[src/rtl/instruction_fetch_unit.sv]
`default_nettype none
// ============================================================================
//  Module      : instruction_fetch_unit
//  Description : X-Makina fetch stage. Owns the PC, fetches 16-bit words over
//                a req/ack handshake and feeds the decoder's instruction
//                register. Define FETCH_TIMEOUT_EN to enable the bus timeout.
//  Revision    : 1.0 - initial release
// ============================================================================
module instruction_fetch_unit #(
    parameter logic [15:0] RESET_PC       = 16'h0000,
    parameter int          TIMEOUT_CYCLES = 16
) (
    input  logic        clk,
    input  logic        reset,
    input  logic        fetch_start,
    input  logic        pc_load,
    input  logic [15:0] pc_load_val,
    output logic        mem_req,
    output logic [15:0] mem_addr,
    input  logic        mem_ack,
    input  logic [15:0] mem_rdata,
    output logic [15:0] inst_data,
    output logic        inst_valid,
    output logic [15:0] inst_pc,
    output logic [15:0] pc,
    output logic        busy,
    output logic        fetch_fault
);

    localparam logic [1:0]  c_st_idle  = 2'd0;
    localparam logic [1:0]  c_st_wait  = 2'd1;
    localparam logic [1:0]  c_st_fault = 2'd2;
    localparam logic [15:0] c_reset_pc = RESET_PC & 16'hFFFE;

    logic [1:0]  r_state;
    logic [1:0]  w_state_next;
    logic [15:0] r_pc;
    logic [15:0] r_mem_addr;
    logic        r_mem_req;
    logic [15:0] r_inst_data;
    logic [15:0] r_inst_pc;
    logic        r_inst_valid;
    logic        r_redirect_pending;
    logic [15:0] r_redirect_target;
    logic [15:0] w_load_addr;
    logic        w_timeout;

    generate
        if (TIMEOUT_CYCLES < 1) begin : g_timeout_check
            $error("TIMEOUT_CYCLES must be at least 1");
        end
    endgenerate

`ifdef FETCH_TIMEOUT_EN
    localparam int              c_cnt_w        = $clog2(TIMEOUT_CYCLES + 1);
    localparam logic [c_cnt_w-1:0] c_timeout_last = c_cnt_w'(TIMEOUT_CYCLES - 1);

    logic [c_cnt_w-1:0] r_timeout_cnt;
    logic               r_fault;

    assign w_timeout = (r_state == c_st_wait) && !mem_ack && (r_timeout_cnt == c_timeout_last);

    always_ff @(posedge clk or negedge reset) begin
        if (!reset) begin
            r_timeout_cnt <= '0;
            r_fault       <= 1'b0;
        end else begin
            if (r_state == c_st_idle && fetch_start) begin
                r_timeout_cnt <= '0;
            end else if (r_state == c_st_wait && !mem_ack) begin
                r_timeout_cnt <= r_timeout_cnt + 1'b1;
            end
            if (w_timeout) begin
                r_fault <= 1'b1;
            end else if (r_state == c_st_fault && pc_load) begin
                r_fault <= 1'b0;
            end
        end
    end

    assign fetch_fault = r_fault;
`else
    assign w_timeout   = 1'b0;
    assign fetch_fault = 1'b0;
`endif

    assign w_load_addr = pc_load_val & 16'hFFFE;

    always_comb begin
        w_state_next = r_state;
        case (r_state)
            c_st_idle:  if (fetch_start) w_state_next = c_st_wait;
            c_st_wait: begin
                if (mem_ack)        w_state_next = c_st_idle;
                else if (w_timeout) w_state_next = c_st_fault;
            end
            c_st_fault: if (pc_load) w_state_next = c_st_idle;
            default:    w_state_next = c_st_idle;
        endcase
    end

    always_ff @(posedge clk or negedge reset) begin
        if (!reset) begin
            r_state <= c_st_idle;
        end else begin
            r_state <= w_state_next;
        end
    end

    always_ff @(posedge clk or negedge reset) begin
        if (!reset) begin
            r_pc               <= c_reset_pc;
            r_mem_addr         <= 16'h0000;
            r_mem_req          <= 1'b0;
            r_inst_data        <= 16'h0000;
            r_inst_pc          <= 16'h0000;
            r_inst_valid       <= 1'b0;
            r_redirect_pending <= 1'b0;
            r_redirect_target  <= 16'h0000;
        end else begin
            r_inst_valid <= 1'b0;
            case (r_state)
                c_st_idle: begin
                    if (pc_load) r_pc <= w_load_addr;
                    if (fetch_start) begin
                        r_mem_addr         <= pc_load ? w_load_addr : r_pc;
                        r_mem_req          <= 1'b1;
                        r_redirect_pending <= 1'b0;
                    end
                end
                c_st_wait: begin
                    if (mem_ack) begin
                        r_mem_req          <= 1'b0;
                        r_redirect_pending <= 1'b0;
                        // A redirect arriving with the ack is the latest one and wins.
                        if (pc_load) begin
                            r_pc <= w_load_addr;
                        end else if (r_redirect_pending) begin
                            r_pc <= r_redirect_target;
                        end else begin
                            r_inst_data  <= mem_rdata;
                            r_inst_pc    <= r_mem_addr;
                            r_pc         <= r_mem_addr + 16'd2;
                            r_inst_valid <= 1'b1;
                        end
                    end else begin
                        if (pc_load) begin
                            r_redirect_pending <= 1'b1;
                            r_redirect_target  <= w_load_addr;
                        end
                        if (w_timeout) begin
                            r_mem_req          <= 1'b0;
                            r_redirect_pending <= 1'b0;
                        end
                    end
                end
                c_st_fault: begin
                    if (pc_load) r_pc <= w_load_addr;
                end
                default: r_mem_req <= 1'b0;
            endcase
        end
    end

    assign mem_req    = r_mem_req;
    assign mem_addr   = r_mem_addr;
    assign inst_data  = r_inst_data;
    assign inst_valid = r_inst_valid;
    assign inst_pc    = r_inst_pc;
    assign pc         = r_pc;
    assign busy       = (r_state == c_st_wait);

endmodule
`default_nettype wire

[config.mk]
export PLATFORM = sky130hd
export DESIGN_NAME = instruction_fetch_unit
export DESIGN_NICKNAME = d
export VERILOG_FILES = /design/src/rtl/instruction_fetch_unit.sv
export SDC_FILE = /design/constraint.sdc
export NUM_CORES = 1
export LEC_CHECK = 0
export ABC_AREA = 1
export CAP_MARGIN = 20
export CORE_MARGIN = 2
export CORE_UTILIZATION = 45
export CTS_BUF_LIST = sky130_fd_sc_hd__clkbuf_4 sky130_fd_sc_hd__clkbuf_8
export CTS_CLUSTER_SIZE = 16
export DETAILED_ROUTE_END_ITERATION = 8
export GPL_TIMING_DRIVEN = 0
export PLACE_DENSITY = 0.76
export SYNTH_ARGS = -nofsm -noshare
export SYNTH_HDL_FRONTEND = slang
export SYNTH_SLANG_ARGS = --single-unit
export TNS_END_PERCENT = 1
[constraint.sdc]
create_clock -name clk -period 1.7 [get_ports clk]
set_clock_uncertainty 0.2 [all_clocks]
set_input_delay 0.34 -clock clk [delete_from_list [all_inputs] [get_ports clk]]
set_output_delay 0.34 -clock clk [all_outputs]
set_load 0.01 [all_outputs]
# == Yosys cells after proc, flatten, opt, wreduce, memory -nomap -nowiden ==
# Cells that the tools add are included.
# op_classes
eq_ne,6
reduce_logical,11
add_sub_neg,1
n_mux,20
bitwise,4
# op_table
operator,count
$mux W16,4
$pmux W16 S2,1
$add A16 B2 Y16 const B,1
$reduce_and A3 Y1,4
$mux W1,9
$mux W2,3
$ne A2 B2 Y1 const B,3
$pmux W2 S3,1
$not A1 Y1,4
$reduce_and A2 Y1,2
$reduce_and A4 Y1,1
$reduce_bool A2 Y1,2
$ne A3 B3 Y1 const B,1
$pmux W1 S3,1
$eq A2 B1 Y1 const B,1
$eq A2 B2 Y1 const B,1
$logic_not A2 Y1,1
$pmux W1 S2,1
$reduce_or A2 Y1,1
# word_totals
out_inout_bits,68
ff_bits,84
wordCells,51
in_bits,37

# == Logic depth before layout (Yosys ltp) ==
# Gate-level depths: netlist (run 1).
# logic_depth
word_depth,5
depth_mapped,11
ltp_nobuf,11

# == Worst setup path after synthesis (run 1) ==
# No wires, ideal clock.
# synth_path
path_type,register -> register
from,register r_mem_addr[2] (netlist: mem_addr[2])
to,register r_pc[7] (netlist: pc[7])
setup_slack_ns,0.019
setup_time_ns,0.121
t_arrival_ns,1.360
stages_incl_launch_ff,10
required_ns,1.379
path_cell_list,dfrtp_1 > ha_1 > nand3_1 > nor2_1 > xor2_1 > nand2_1 > nand2_1 > nand2_1 > nand2_1 > nand2_1
# synth_between
elab_chain_len,5
# synth_rtl
item,line,source
start: declaration,38,logic [15:0] r_mem_addr;
start signal: assignment,126,r_mem_addr <= pc_load ? w_load_addr : r_pc;
$add A16 B2 Y16,143,r_pc <= r_mem_addr + 16'd2;
$mux W16,138,end else if (r_redirect_pending) begin
$mux W16,136,if (pc_load) begin
$mux W16,132,if (mem_ack) begin
$pmux W16 S2,122,case (r_state)
end signal: assignment,124,if (pc_load) r_pc <= w_load_addr;
end signal: assignment,137,r_pc <= w_load_addr;
end signal: assignment,139,r_pc <= r_redirect_target;
end: declaration,37,logic [15:0] r_pc;
# Every way passes these cells. The select of a mux whose other input is x is not followed.
# A chain may end at the register's enable or synchronous reset.

# == Worst setup path after layout (run 1) ==
# layout_path
from,register r_mem_addr[2] (netlist: mem_addr[2])
to,register r_pc[8] (netlist: pc[8])
# The elaborated chain is that of the path after synthesis.

==> results.md, run 1 <==
* Status: complete, but fails checks
* Failing checks: negative setup slack
* Final-report max-slew violation count at 0
* Initial Util at between 40% and 50%
* Tightest Hold Check Type: in2reg
* Fin Setup TNS at -0.155 ns
* GRT busiest layer: met2
* Internal at 4.44 mW
* CP Capture Point: pc[8]
* Via/cell ratio at ~5.2
* Grt ovf at 0
* Initial DRC count at 197
* Vias in the first global route at 3617
* Switching pwr at about 2.4 mW
* Adder-Cell Fraction of Synth Area at 0.322%
* Critical-path maximum fanout at 4
* Slowest-stage cell, CP: dfrtp_1
* Final WL at 11200 um
* Flop pwr share at between 40% and 50%
* Crit-path cells: buf_4, nand2_1, nor2_4, nand2_1, xor2_1, nand2_1, nand2_1, nand2_1, nand2_1, nand2_1
* Final setup fails at 14
* Most numerous cell on the critical path: nand2_1
* RSZ-0062 raised after global routing: yes
* Critical Path RT at ~1.7 ns
* Sequential cell area fraction in the yosys report at a little over half
* Max capacitance violation total at 0
* Cell area after layout at between 5000 and 6000 um^2
* Async set-reset flop share out of synthesis at between 90% and 100%
* Drt pass-1 iters at 5
* Clock latency on the worst-skew pair at 0.36 ns
* Power Total at 6.85 mW
* Reg clk slew, reported paths at 0.08 ns
* Largest net degree at the start of global routing at 48
* Post-Syn Nets at 523
* Switching Share at about a third
* Final nets at ~650
* Final setup margin at -0.0267 ns
* Std-Cell Rows at 33
* Post-route ant nets at 0
* PortBufs at approximately 100
* Global routing met2 resource utilization at roughly two fifths
* Compound-gate portion of the synthesized area at between 10% and 20%
* R2R setup slack at -0.03 ns
* GP Congestion at ~0.91
* Clock tree buffer depth at 2
* VDD IR max at around 650 uV
* Antenna violations before repair at 0
* Share of layout cells above drive strength 1 at about an eighth
* CP Capture Type: flip-flop
* Non-filler cells, final at 720
* H-tree lvl count at 3
* Worst reg2reg path depth at 10
* CP arrival at ~1.8 ns
* Largest family of logic cells by synthesized area: simple AND/OR/NAND/NOR gates
* Post-synthesis simple-gate area fraction at about 24%
* Die height at approximately 97 um
* Post-synthesis cell area at 3890 um^2
* Met3 Resource Use GR at a little under 6%
* Primary FF master, synth: dfrtp_1
* Mean post-synth cell area at 8.02 um^2
* CP startpoint: mem_addr[2]
* Die Area at ~9400 um^2
* Placement Setup Slack at -0.612 ns
* Grt met1 use at ~30%
* Post-Synth XOR/XNOR Area at 1.13%
* Diode count at 0
* Top cells by area, synth: dfrtp_1, nand2_1, o21ai_0, inv_1, a21oi_1
* Minimum clock period at around 1.7 ns
* Drt wl/cell at approximately 15 um
* Post-synthesis mux area share at 0%
* Clock power share at between 20% and 30%
* Width of the die at about 97 um
* CTS buffer count at 9
* DR vias at 3772
* Critical path class: reg2reg
* Worst hold slack at 0.220 ns
* Worst-Margin Slew at between 0.5 and 0.6 ns
* R2R Path Start: mem_addr[2]
* P per Cell Area at roughly 1300 nW/um^2
* Final Hold Viols at 0
* First-pass GRT wire length at 17600 um
* Seq cells post-synth at between 80 and 90
* Synth unique cells at 29
* EDFF count, synth at 0
* Fmax at approximately 0.58 GHz
* # IOs at between 100 and 150
* CTS tree: yes
* Area Overhead vs Synth at 38.2%
* Clk root buf: clkbuf_8
* Max_slew headroom at 65.0%
* GRT Total Usage at between 20% and 30%
* Startpoint types: flip-flop
* Post-Syn Instances at approximately 490
* Final period util at 102%
* Area after DPL at roughly 5100 um^2
* HPWL Detailed at slightly above 8000 um
* Placed cells at 692
* Ys Warns at 0
* Dominant cell type by area after synthesis: dfrtp_1
* RR Endpoint: pc[8]
* P_leak at between 2 and 3 nW
* Clk sinks at just over 80
* Logic gate share of total power at a little over a third
* Crit-path max cell delay at approximately 0.42 ns
* Post-Route Utilization at around 65%
* DRC at 0
* CORE AREA at about 8300 um^2
* Yosys top cell area share at between 50% and 60%
-- state kept, by name, indices dropped and copies added, names as in the netlist --
signal,count
inst_valid,1
inst_pc,16
mem_addr,16
r_redirect_pending,1
mem_req,1
r_redirect_target,15
inst_data,16
pc,16
-- logic make-up after synthesis --
| family | after synthesis |
|---|---|
| adders and majority gates | 1 |
| buffers and inverters | 65 |
| DFF | 82 |
| xor gates and xnor gates | 5 |
| other | 1 |
| and+or+nand+nor | 237 |
| AOI/OAI and AO/OA | 94 |
-- cells in the mapped netlist, types with 2 or more instances --
library cell,count
nand4_1,5
buf_6,3
dfrtp_1,82
nand2_1,185
nor2_1,24
nand3_1,18
xor2_1,5
buf_2,11
buf_4,3
o21ai_2,3
a31oi_1,2
a21oi_1,20
inv_2,3
inv_1,37
o21ai_0,43
clkbuf_1,7
a21boi_0,2
o22ai_1,13
a22oi_1,9
-- power by group through the flow --
stage / clock network (mW) / logic [mW] / registers, mW
after global placement: 0 / 2.52 / 2.92
final: 1.55 / 2.45 / 2.85
after global routing: 1.66 / 2.67 / 2.92
after detailed placement: 0 / 2.58 / 2.94
after CTS: 1.57 / 2.39 / 2.85
after floorplan: 0 / 0.951 / 3.11
-- routing by layer --
| layer | vias up | wire [um] | share of wire [%] |
|---|---|---|---|
| li1 | 1812 | - | - |
| met1 | 1760 | 4820 | 43 |
| met2 | 182 | 5210 | 47 |
| met3 | 18 | 974 | 8.7 |
| met4 | 0 | 153 | 1.4 |
| met5 | - | 0 | 0 |
-- worst max-delay path: cells and delay by family, from the launching register on --
kind / cells / cell delay [ns]
XOR/XNOR: 1 / 0.14
flip-flops: 1 / 0.42
buffers and inverters: 1 / 0.15
AND/OR/NAND/NOR: 8 / 0.71
-- how the worst min path moves through the flow --
| stage | startpoint | end | slack (ns) | cells past startpoint |
|---|---|---|---|---|
| after global routing | pc_load | r_redirect_target[12] | 0.23 | 3 |
| after global placement | inst_data[15] | inst_data[15] | 0.26 | 2 |
| final | pc_load | r_redirect_target[15] | 0.22 | 3 |
| after detailed placement | reset | inst_data[0] | 0.13 | 1 |
| after floorplan | reset | inst_data[0] | -0.16 | 0 |
| after CTS | pc_load | r_redirect_target[15] | 0.20 | 3 |
-- placed cells by master, fill, tap and decap left out, types with 3 or more instances in the layout --
cell,instances
dfrtp_1,77
buf_2,10
a21oi_1,20
buf_6,5
nand4_1,5
clkbuf_1,4
inv_1,36
nor2_4,4
o21ai_2,3
clkdlybuf4s50_1,32
nand2_1,183
inv_4,3
nor2_1,19
clkbuf_4,3
xor2_1,5
buf_4,16
dfrtp_2,5
nand3_1,17
clkbuf_8,9
a22oi_1,9
o22ai_1,13
o21ai_0,42
clkbuf_2,3
dlygate4sd2_1,65
-- area by class of cell --
type,count,area (um^2)
Buffer,25,159
Clock buffer,11,139
Clock inverter,5,78.8
Fill cell,724,2920
Inverter,40,158
Multi-Input combinational cell,338,1610
Sequential cell,82,2060
Tap cell,105,131
Timing Repair Buffer,114,1040
-- what timing repair did --
item / 4_1_cts / 5_1_grt
hold endpoints to repair: 35 / 0
buffers inserted: 7 / 4
hold buffers: 1 / 0
pin swaps: 0 / 2
setup endpoints to repair: 135 / 62
gates resized for setup: 88 / 15
Power figures use the tool's default switching activity.
==> run 2, diff against run 1 <==
Settings changed: CAP_MARGIN 20 to 10, SLEW_MARGIN set to 20.
==> results of run 2 <==
The final DEF is identical to that of run 1; final timing and power are the same.
==> run 3, diff against run 2 <==
Settings changed: CTS_CLUSTER_SIZE 16 to 10, SKIP_LAST_GASP set to 1.
==> results.md, run 3 (synthesis results as in run 1) <==
* Startpoint types: flip-flop
* P_leak at 2.59 nW (-7.1%)
* Failing checks: negative setup slack
* Status: complete, but fails checks
* CP arrival at 1.35 ns (-0.42 ns)
* Share of layout cells above drive strength 1 at 10.3% (-2.2 points)
* Slowest-stage cell, CP: clkdlybuf4s50_1
* Tightest Hold Check Type: in2reg
* Diode count at 0 (unchanged)
* Die height at 97.0 um (unchanged)
* VDD IR max at 653 uV (+0.87%)
* H-tree lvl count at 3 (unchanged)
* Critical-path maximum fanout at 4 (unchanged)
* Placed cells at 692 (unchanged)
* Commonest non-fill, non-tap cells in the layout: nand2_1, clkdlybuf4s50_1, dfrtp_1
* CP delay by family, top: buffers and inverters
* Fin Setup TNS at -12.13 ns (-11.98 ns)
* HPWL Detailed at 8090 um (unchanged)
* Non-filler cells, final at 718 (-0.28%)
* Antenna violations before repair at 0 (unchanged)
* Drt pass-1 iters at 5 (unchanged)
* Minimum clock period at 1.89 ns (+0.161 ns)
* Placement Setup Slack at -0.612 ns (unchanged)
* GP Congestion at 0.910 (unchanged)
* Crit path buf inv count at 1 (unchanged)
* Post-Route Utilization at 64.8% (+0.075 points)
* Final setup margin at -0.188 ns (-0.161 ns)
* Final setup fails at 136 (+122)
* Fmax at 0.530 GHz (-8.5%)
* RSZ-0062 raised after global routing: yes
* Crit-path max cell delay at 0.57 ns (+0.15 ns)
* Clock tree buffer depth at 2 (unchanged)
* Worst-Margin Slew at 0.538 ns (+0.0129 ns)
* Width of the die at 97.0 um (unchanged)
* Reg clk slew, reported paths at 0.08 ns (about the same)
* CP Capture Type: primary output
* Max_slew headroom at 64.2% (-0.86 points)
* Initial Util at 46.9% (unchanged)
* Clk sinks at 82 (unchanged)
* PortBufs at 101 (unchanged)
* Clock latency on the worst-skew pair at 0.36 ns (about the same)
* CORE AREA at 8300 um^2 (unchanged)
* Largest net degree at the start of global routing at 48 (unchanged)
* First-pass GRT wire length at 17500 um (-0.74%)
* Std-Cell Rows at 33 (unchanged)
* P per Cell Area at 1330 nW/um^2 (+3.9%)
* DR vias at 3785 (+0.34%)
* DRC at 0 (unchanged)
* Crit-path cells: clkdlybuf4s50_1
* Grt ovf at 0 (unchanged)
* Initial DRC count at 215 (+9.1%)
* GRT Total Usage at 23.0% (-0.26 points)
* Drt wl/cell at 15.4 um (-0.39%)
* Post-route ant nets at 0 (unchanged)
* Final Hold Viols at 0 (unchanged)
* Die Area at 9400 um^2 (unchanged)
* Critical path class: reg2out
* Clk root buf: clkbuf_8
* Final-report max-slew violation count at 0 (unchanged)
* Max capacitance violation total at 0 (unchanged)
* # IOs at 105 (unchanged)
* Vias in the first global route at 3592 (-0.69%)
* CTS tree: yes
* Critical Path RT at 1.16 ns (-0.58 ns)
* Via/cell ratio at 5.27 (+0.62%)
* CTS buffer count at 9 (unchanged)
* Fillers at 726 (+0.28%)
* Power Total at 7.13 mW (+4.1%)
* Area Overhead vs Synth at 38.4%
* Final WL at 11100 um (-0.66%)
* Final nets at 646 (-0.31%)
* Most common cell after layout, fill and taps aside: nand2_1
* Final period util at 111% (+9.5 points)
[run 3: cell types whose count changed in the layout (fill, tap and decap cells not counted), sizes merged]
| cell | before | now |
|---|---|---|
| clkdlybuf4s50 | 32 | 97 |
| dlygate4sd2 | 65 | 2 |
| buf | 32 | 28 |
[run 3: final cells by class]
cell class                      instances  area (um^2)  area share [%]
Sequential cell                        82         2060            38.2
Multi-Input combinational cell        338         1570            29.1
Timing Repair Buffer                  112         1110            20.7
Inverter                               40          150            2.79
Buffer                                 25          146            2.72
Clock buffer                           11          139            2.58
Tap cell                              105          131            2.44
Clock inverter                          5         78.8            1.46
[run 3: worst register-to-register path: cells and delay by family, from the launching register on]
family | cells | cell delay [ns]
buffers and inverters | 4 | 0.66
flip-flops | 1 | 0.38
AO/OA/AOI/OAI | 1 | 0.09
AND/OR/NAND/NOR | 2 | 0.37
[run 3: path summary, 6_finish.rpt]
check	to	startpoint	cells after the start	slack, ns
min in group asynchronous	inst_data[0]	reset	2	0.28
max in group asynchronous	pc[9]	reset	3	0.42
min	r_redirect_target[15]	pc_load	3	0.21
min reg2reg	inst_data[9]	inst_data[9]	2	0.27
max reg2reg	r_redirect_target[9]	mem_req	7	-0.13
max	mem_addr[7]	mem_addr[7]	1	-0.19
[run 3: repair_timing]
item / CTS / global route
hold endpoints to repair: 35 / 0
endpoints found under the setup margin: 135 / 142
gates resized for setup: 8 / 7
hold buffers: 1 / 0
pin swaps: 0 / 1
setup buffers: 7 / 2
[run 3: through the flow]
step | hold WS [ns] | area, um^2
after floorplan | -0.156 | 3890
after global placement | 0.255 | 5030
after detailed placement | 0.126 | 5060
after CTS | 0.203 | 5350
after global routing | 0.228 | 5380
final | 0.208 | 5380
[run 3: per-layer routing]
metal	GRT usage [%]	vias to the layer above	routed length (um)
met5	0	-	0
met3	4.91	15	1020
met4	6.61	0	108
li1	-	1802	-
met2	37.7	196	5200
met1	31.0	1772	4760
[run 3: power breakdown]
group          internal, mW  switching, mW
clock network         0.858          0.687
registers              2.52          0.348
logic                  1.36           1.36
